$ cat config.mk
export PLATFORM = sky130hd
export DESIGN_NAME = obi_ram_arbiter
export DESIGN_NICKNAME = d
export VERILOG_FILES = /design/src/rtl/obi_arb_pkg.sv /design/src/rtl/rr_arb2.sv /design/src/rtl/obi_ram_arbiter.sv
export SDC_FILE = /design/constraint.sdc
export NUM_CORES = 1
export LEC_CHECK = 0
export CORE_AREA = 10 10 133 135
export DETAILED_ROUTE_END_ITERATION = 6
export DIE_AREA = 0 0 143 145
export GPL_TIMING_DRIVEN = 0
export PLACE_DENSITY_LB_ADDON = 0.05
export SLEW_MARGIN = 20
export SYNTH_ARGS = -nofsm -noshare
export SYNTH_HDL_FRONTEND = slang
export SYNTH_SLANG_ARGS = --single-unit
$ cat constraint.sdc
create_clock -name clk_i -period 1.6 [get_ports clk_i]
set_clock_uncertainty 0.1 [all_clocks]
set_input_delay 0.4 -clock clk_i [delete_from_list [all_inputs] [get_ports clk_i]]
set_output_delay 0.4 -clock clk_i [all_outputs]
set_load 0.02 [all_outputs]
$ cat src/rtl/obi_arb_pkg.sv
// rtl/obi_arb_pkg.sv - shared types and constants for the OBI RAM arbiter
package obi_arb_pkg;

    typedef enum logic {
        INSTR = 1'b0,
        DATA  = 1'b1
    } arb_port_e;

    typedef struct packed {
        logic      valid;
        arb_port_e port;
    } owner_t;

    localparam int RAM_LATENCY = 1;

endpackage

$ cat src/rtl/rr_arb2.sv
// rtl/rr_arb2.sv - two-way round-robin grant with last-granted register
module rr_arb2
    import obi_arb_pkg::*;
(
    input  logic       clk_i,
    input  logic       rst_i,
    input  logic [1:0] req_i,
    output logic [1:0] gnt_o
);

    arb_port_e last_q;

    // Lone requester wins outright; on a conflict the port not granted last wins
    always_comb begin
        gnt_o = 2'b00;
        if (req_i[INSTR] && req_i[DATA]) begin
            if (last_q == DATA) begin
                gnt_o[INSTR] = 1'b1;
            end else begin
                gnt_o[DATA] = 1'b1;
            end
        end else begin
            gnt_o = req_i;
        end
    end

    // Remember the most recently granted port; DATA at reset so INSTR wins first
    always_ff @(posedge clk_i or posedge rst_i) begin
        if (rst_i) begin
            last_q <= DATA;
        end else if (gnt_o[DATA]) begin
            last_q <= DATA;
        end else if (gnt_o[INSTR]) begin
            last_q <= INSTR;
        end
    end

endmodule

$ cat src/rtl/obi_ram_arbiter.sv
// rtl/obi_ram_arbiter.sv - OBI instr/data arbiter onto one RAM port (optional stats: ARB_STATS_EN)
module obi_ram_arbiter
    import obi_arb_pkg::*;
#(
    parameter int ADDR_WIDTH = 22,
    parameter int CNT_WIDTH  = 32
) (
    input  logic                  clk_i,
    input  logic                  rst_i,
    input  logic                  instr_req_i,
    output logic                  instr_gnt_o,
    input  logic [31:0]           instr_addr_i,
    output logic                  instr_rvalid_o,
    output logic [31:0]           instr_rdata_o,
    input  logic                  data_req_i,
    output logic                  data_gnt_o,
    input  logic [31:0]           data_addr_i,
    input  logic                  data_we_i,
    input  logic [3:0]            data_be_i,
    input  logic [31:0]           data_wdata_i,
    output logic                  data_rvalid_o,
    output logic [31:0]           data_rdata_o,
    output logic                  ram_en_o,
    output logic [ADDR_WIDTH-1:0] ram_addr_o,
    output logic                  ram_we_o,
    output logic [3:0]            ram_be_o,
    output logic [31:0]           ram_wdata_o,
    input  logic [31:0]           ram_rdata_i,
    output logic [CNT_WIDTH-1:0]  stat_instr_gnt_o,
    output logic [CNT_WIDTH-1:0]  stat_data_gnt_o,
    output logic [CNT_WIDTH-1:0]  stat_conflict_o
);

    logic [1:0] req;
    logic [1:0] gnt;
    owner_t     owner_q;
    logic       write_q;

    // Address bits above the RAM window are deliberately dropped (wrap)
    logic unused_addr_bits;
    assign unused_addr_bits = ^{instr_addr_i[31:ADDR_WIDTH], data_addr_i[31:ADDR_WIDTH]};

    assign req[INSTR] = instr_req_i;
    assign req[DATA]  = data_req_i;

    rr_arb2 u_rr_arb2 (
        .clk_i (clk_i),
        .rst_i (rst_i),
        .req_i (req),
        .gnt_o (gnt)
    );

    assign instr_gnt_o = gnt[INSTR];
    assign data_gnt_o  = gnt[DATA];

    // Drive the RAM port from whichever requester holds the grant, zeros when idle
    always_comb begin
        ram_en_o    = gnt[INSTR] | gnt[DATA];
        ram_addr_o  = '0;
        ram_we_o    = 1'b0;
        ram_be_o    = 4'h0;
        ram_wdata_o = 32'h0;
        if (gnt[DATA]) begin
            ram_addr_o  = data_addr_i[ADDR_WIDTH-1:0];
            ram_we_o    = data_we_i;
            ram_be_o    = data_be_i;
            ram_wdata_o = data_wdata_i;
        end else if (gnt[INSTR]) begin
            ram_addr_o = instr_addr_i[ADDR_WIDTH-1:0];
            ram_be_o   = 4'hF;
        end
    end

    // Track who owns the response arriving from the RAM next cycle
    always_ff @(posedge clk_i or posedge rst_i) begin
        if (rst_i) begin
            owner_q <= '{valid: 1'b0, port: INSTR};
            write_q <= 1'b0;
        end else begin
            owner_q.valid <= gnt[INSTR] | gnt[DATA];
            owner_q.port  <= gnt[DATA] ? DATA : INSTR;
            write_q       <= gnt[DATA] & data_we_i;
        end
    end

    // Route the RAM read data to the owning port only; write responses carry no data
    always_comb begin
        instr_rvalid_o = owner_q.valid && (owner_q.port == INSTR);
        data_rvalid_o  = owner_q.valid && (owner_q.port == DATA);
        instr_rdata_o  = instr_rvalid_o ? ram_rdata_i : 32'h0;
        data_rdata_o   = (data_rvalid_o && !write_q) ? ram_rdata_i : 32'h0;
    end

`ifdef ARB_STATS_EN
    logic [CNT_WIDTH-1:0] instr_cnt_q;
    logic [CNT_WIDTH-1:0] data_cnt_q;
    logic [CNT_WIDTH-1:0] conflict_cnt_q;

    // Saturating grant and conflict counters
    always_ff @(posedge clk_i or posedge rst_i) begin
        if (rst_i) begin
            instr_cnt_q    <= '0;
            data_cnt_q     <= '0;
            conflict_cnt_q <= '0;
        end else begin
            if (gnt[INSTR] && !(&instr_cnt_q)) begin
                instr_cnt_q <= instr_cnt_q + 1'b1;
            end
            if (gnt[DATA] && !(&data_cnt_q)) begin
                data_cnt_q <= data_cnt_q + 1'b1;
            end
            if (req[INSTR] && req[DATA] && !(&conflict_cnt_q)) begin
                conflict_cnt_q <= conflict_cnt_q + 1'b1;
            end
        end
    end

    assign stat_instr_gnt_o = instr_cnt_q;
    assign stat_data_gnt_o  = data_cnt_q;
    assign stat_conflict_o  = conflict_cnt_q;
`else
    assign stat_instr_gnt_o = '0;
    assign stat_data_gnt_o  = '0;
    assign stat_conflict_o  = '0;
`endif

endmodule

==> impl_metrics.json <==
{
  "outcome": "finished, violations left",
  "violations": "setup timing",
  "post-route-min-period_ns": 2.02,
  "grt_first_pass_wirelength_um": 18700,
  "final_layout_size_suffix_gt1_share_pct": 61.5,
  "fmax_mhz": 496,
  "grt_overflow_total": 0,
  "finalCritPeriodShare_pct": 126,
  "p_clk_share_pct": 14.5,
  "whs_ns": 0.276,
  "hpwl_um": 11500,
  "total_power_w": 0.00281,
  "internal_power_w": 0.00173,
  "coreArea_mm2": 0.0150,
  "max-cap-violations": 0,
  "cp-end-kind": "output pin",
  "powerDensity_mw_per_mm2": 485,
  "n_fill_cell": 1558,
  "num_rows": 45,
  "post_dp_cell_area_mm2": 0.00495,
  "power.share.switching_pct": 38.5,
  "ctsHoldBuffers": 0,
  "avgSynthCellArea_um2": 7.45,
  "pwr-share-seq_pct": 4.4,
  "yosysTopAreaCellShare_pct": 38.4,
  "crit_type": "reg -> out",
  "setup_viol": 127,
  "cts_made_buffers": 3,
  "cts_root_buf": "clkbuf_16",
  "antenna_cells": 0,
  "nNetsFinal": 758,
  "die_w_um": 143,
  "synth.distinct_cells": 18,
  "clk_pin_slew_ns": 0.03,
  "ctsHtreeMaxLevel": 1,
  "setup.worst_path.start_class": "register",
  "required_ns": 1.10,
  "worstPathArrival_ns": 1.52,
  "viasPerCell": 3.42,
  "ys_seq_area_share_pct": 5.40,
  "dr.pass1.iters": 3,
  "combPwrFrac_pct": 81.1,
  "wirelength_um": 13300,
  "fin_area_mm2": 0.00580,
  "grt_max_degree": 12,
  "p_sw_w": 0.00108,
  "portBuffers": 244,
  "gp_congestion": 0.722,
  "dieArea_mm2": 0.0207,
  "drt_iter0_markers": 33,
  "clock_path_buffers": 2,
  "route.vias.total": 2762,
  "drcViolationCount": 0,
  "clk_latency_ns": 0.22,
  "ys_ff_latch": 4,
  "clock_sinks": 4,
  "synthTopCellsByArea": "buf_4 38%, and2_1 33%, a32o_1 12%",
  "antenna_found_initial": 0,
  "grt_use_total_pct": 11.5,
  "grt_pass1_vias": 2961,
  "cts_tree": "done",
  "synth_area_mm2": 0.00188,
  "wl_per_cell_um": 16.4,
  "peakVddDrop_mv": 0.217,
  "p_leak_nw": 3.06,
  "die_height_um": 145,
  "final_max_slew_viol_count": 0,
  "final_common_cell": "buf_6",
  "mostFrequentLayoutCells": "131 x buf_6, 114 x clkdlybuf4s50_1, 112 x buf_4, 96 x conb_1, 82 x and2_4",
  "hold_class": "in -> async",
  "area_growth_pct": 209,
  "start_util_pct": 12.5,
  "hold_viol": 0,
  "rsz0062_at_grt": "yes",
  "yosysTopAreaCell": "buf_4",
  "layout_setup_ws_ns": -0.416,
  "pin_count": 361,
  "worstPathMaxFanout": 9,
  "syn_inst": 252,
  "yosys_warnings": 0,
  "drtAntennaViolNets": 0
}
metrics by stage:
step,setup WS (ns),TNS (ns),cells,utilization (%)
after floorplan,-0.0176,-0.325,347,-
after global placement,-1.36,-124.48,779,32.9
after detailed placement,-1.36,-126.69,779,32.9
after CTS,-0.423,-38.85,801,36.0
after global routing,-0.468,-45.80,808,38.6
final,-0.416,-38.61,808,38.6
flip-flops by register name, summed over array words and instances (netlist names):
signal	cells
owner_q	2
u_rr_arb2.last_q	1
write_q	1
critical path: stages, from the launching register on:
cell	delay, ns
dfstp_2	0.57
a21boi_4	0.08
buf_12	0.15
buf_6	0.13
a32o_2	0.22
buf_6	0.13
cells in the mapped netlist, drive strengths merged:
| master | instances |
|---|---|
| nand2b | 1 |
| a21boi | 1 |
| a21oi | 1 |
| or2 | 1 |
| nor2b | 1 |
| a22o | 4 |
| clkbuf | 6 |
| nor2 | 1 |
| and3b | 1 |
| dfstp | 1 |
| a32o | 22 |
| and2 | 99 |
| dfrtp | 3 |
| inv | 1 |
| buf | 108 |
| conb | 1 |
power by group through the flow:
stage / sequential (W) / clock [W] / combinational [W]
finish: 0.000124 / 0.000407 / 0.00228
global route: 0.000126 / 0.000429 / 0.00242
CTS: 0.000123 / 0.000416 / 0.00211
detailed placement: 0.000122 / 0 / 0.00186
global placement: 0.000122 / 0 / 0.00186
floorplan: 0.000120 / 0 / 0.00100
cell families after synthesis:
group | Yosys count | share of synthesized area, %
AOI/OAI and AO/OA | 28 | 14.5
buffers and inverters | 115 | 45.3
DFF | 4 | 5.40
other | 1 | 0.200
and+or+nand+nor | 104 | 34.6
repair_timing:
item                                    CTS  global route
endpoints found under the setup margin  130           127
endpoints found under the hold margin     0             0
gates cloned                              9             2
resized for setup                       818           104
buffers inserted                         11             8
pin swaps                                31            32
final cells by class:
cell class	count	area, um2	share of cell area [%]
flip-flops and latches	4	101	1.75
plain buffers	110	907	15.7
well taps	188	235	4.06
inverters	1	3.75	0.0648
clock buffers	4	78.8	1.36
repair buffers	273	2930	50.5
multi-input cells	228	1540	26.6
path summary, 6_finish.rpt:
kind / from / end / slack, ns / cells past startpoint
worst max-delay path: u_rr_arb2.last_q / ram_addr_o[7] / -0.42 / 5
worst min-delay path: rst_i / owner_q[0] / 0.28 / 2
worst max register to register: u_rr_arb2.last_q / write_q / 0.32 / 4
worst min register to register: u_rr_arb2.last_q / u_rr_arb2.last_q / 0.46 / 1
max in group asynchronous: rst_i / u_rr_arb2.last_q / 0.89 / 2
min in group clk_i: data_req_i / u_rr_arb2.last_q / 0.38 / 3
per-layer routing:
metal	global-route usage [%]	vias up	wire length [um]
li1	-	1371	-
met1	9.49	1175	3820
met4	2.22	0	139
met5	0	-	0
met2	22.9	207	7410
met3	6.16	9	1890
Power figures use the tool's default switching activity.
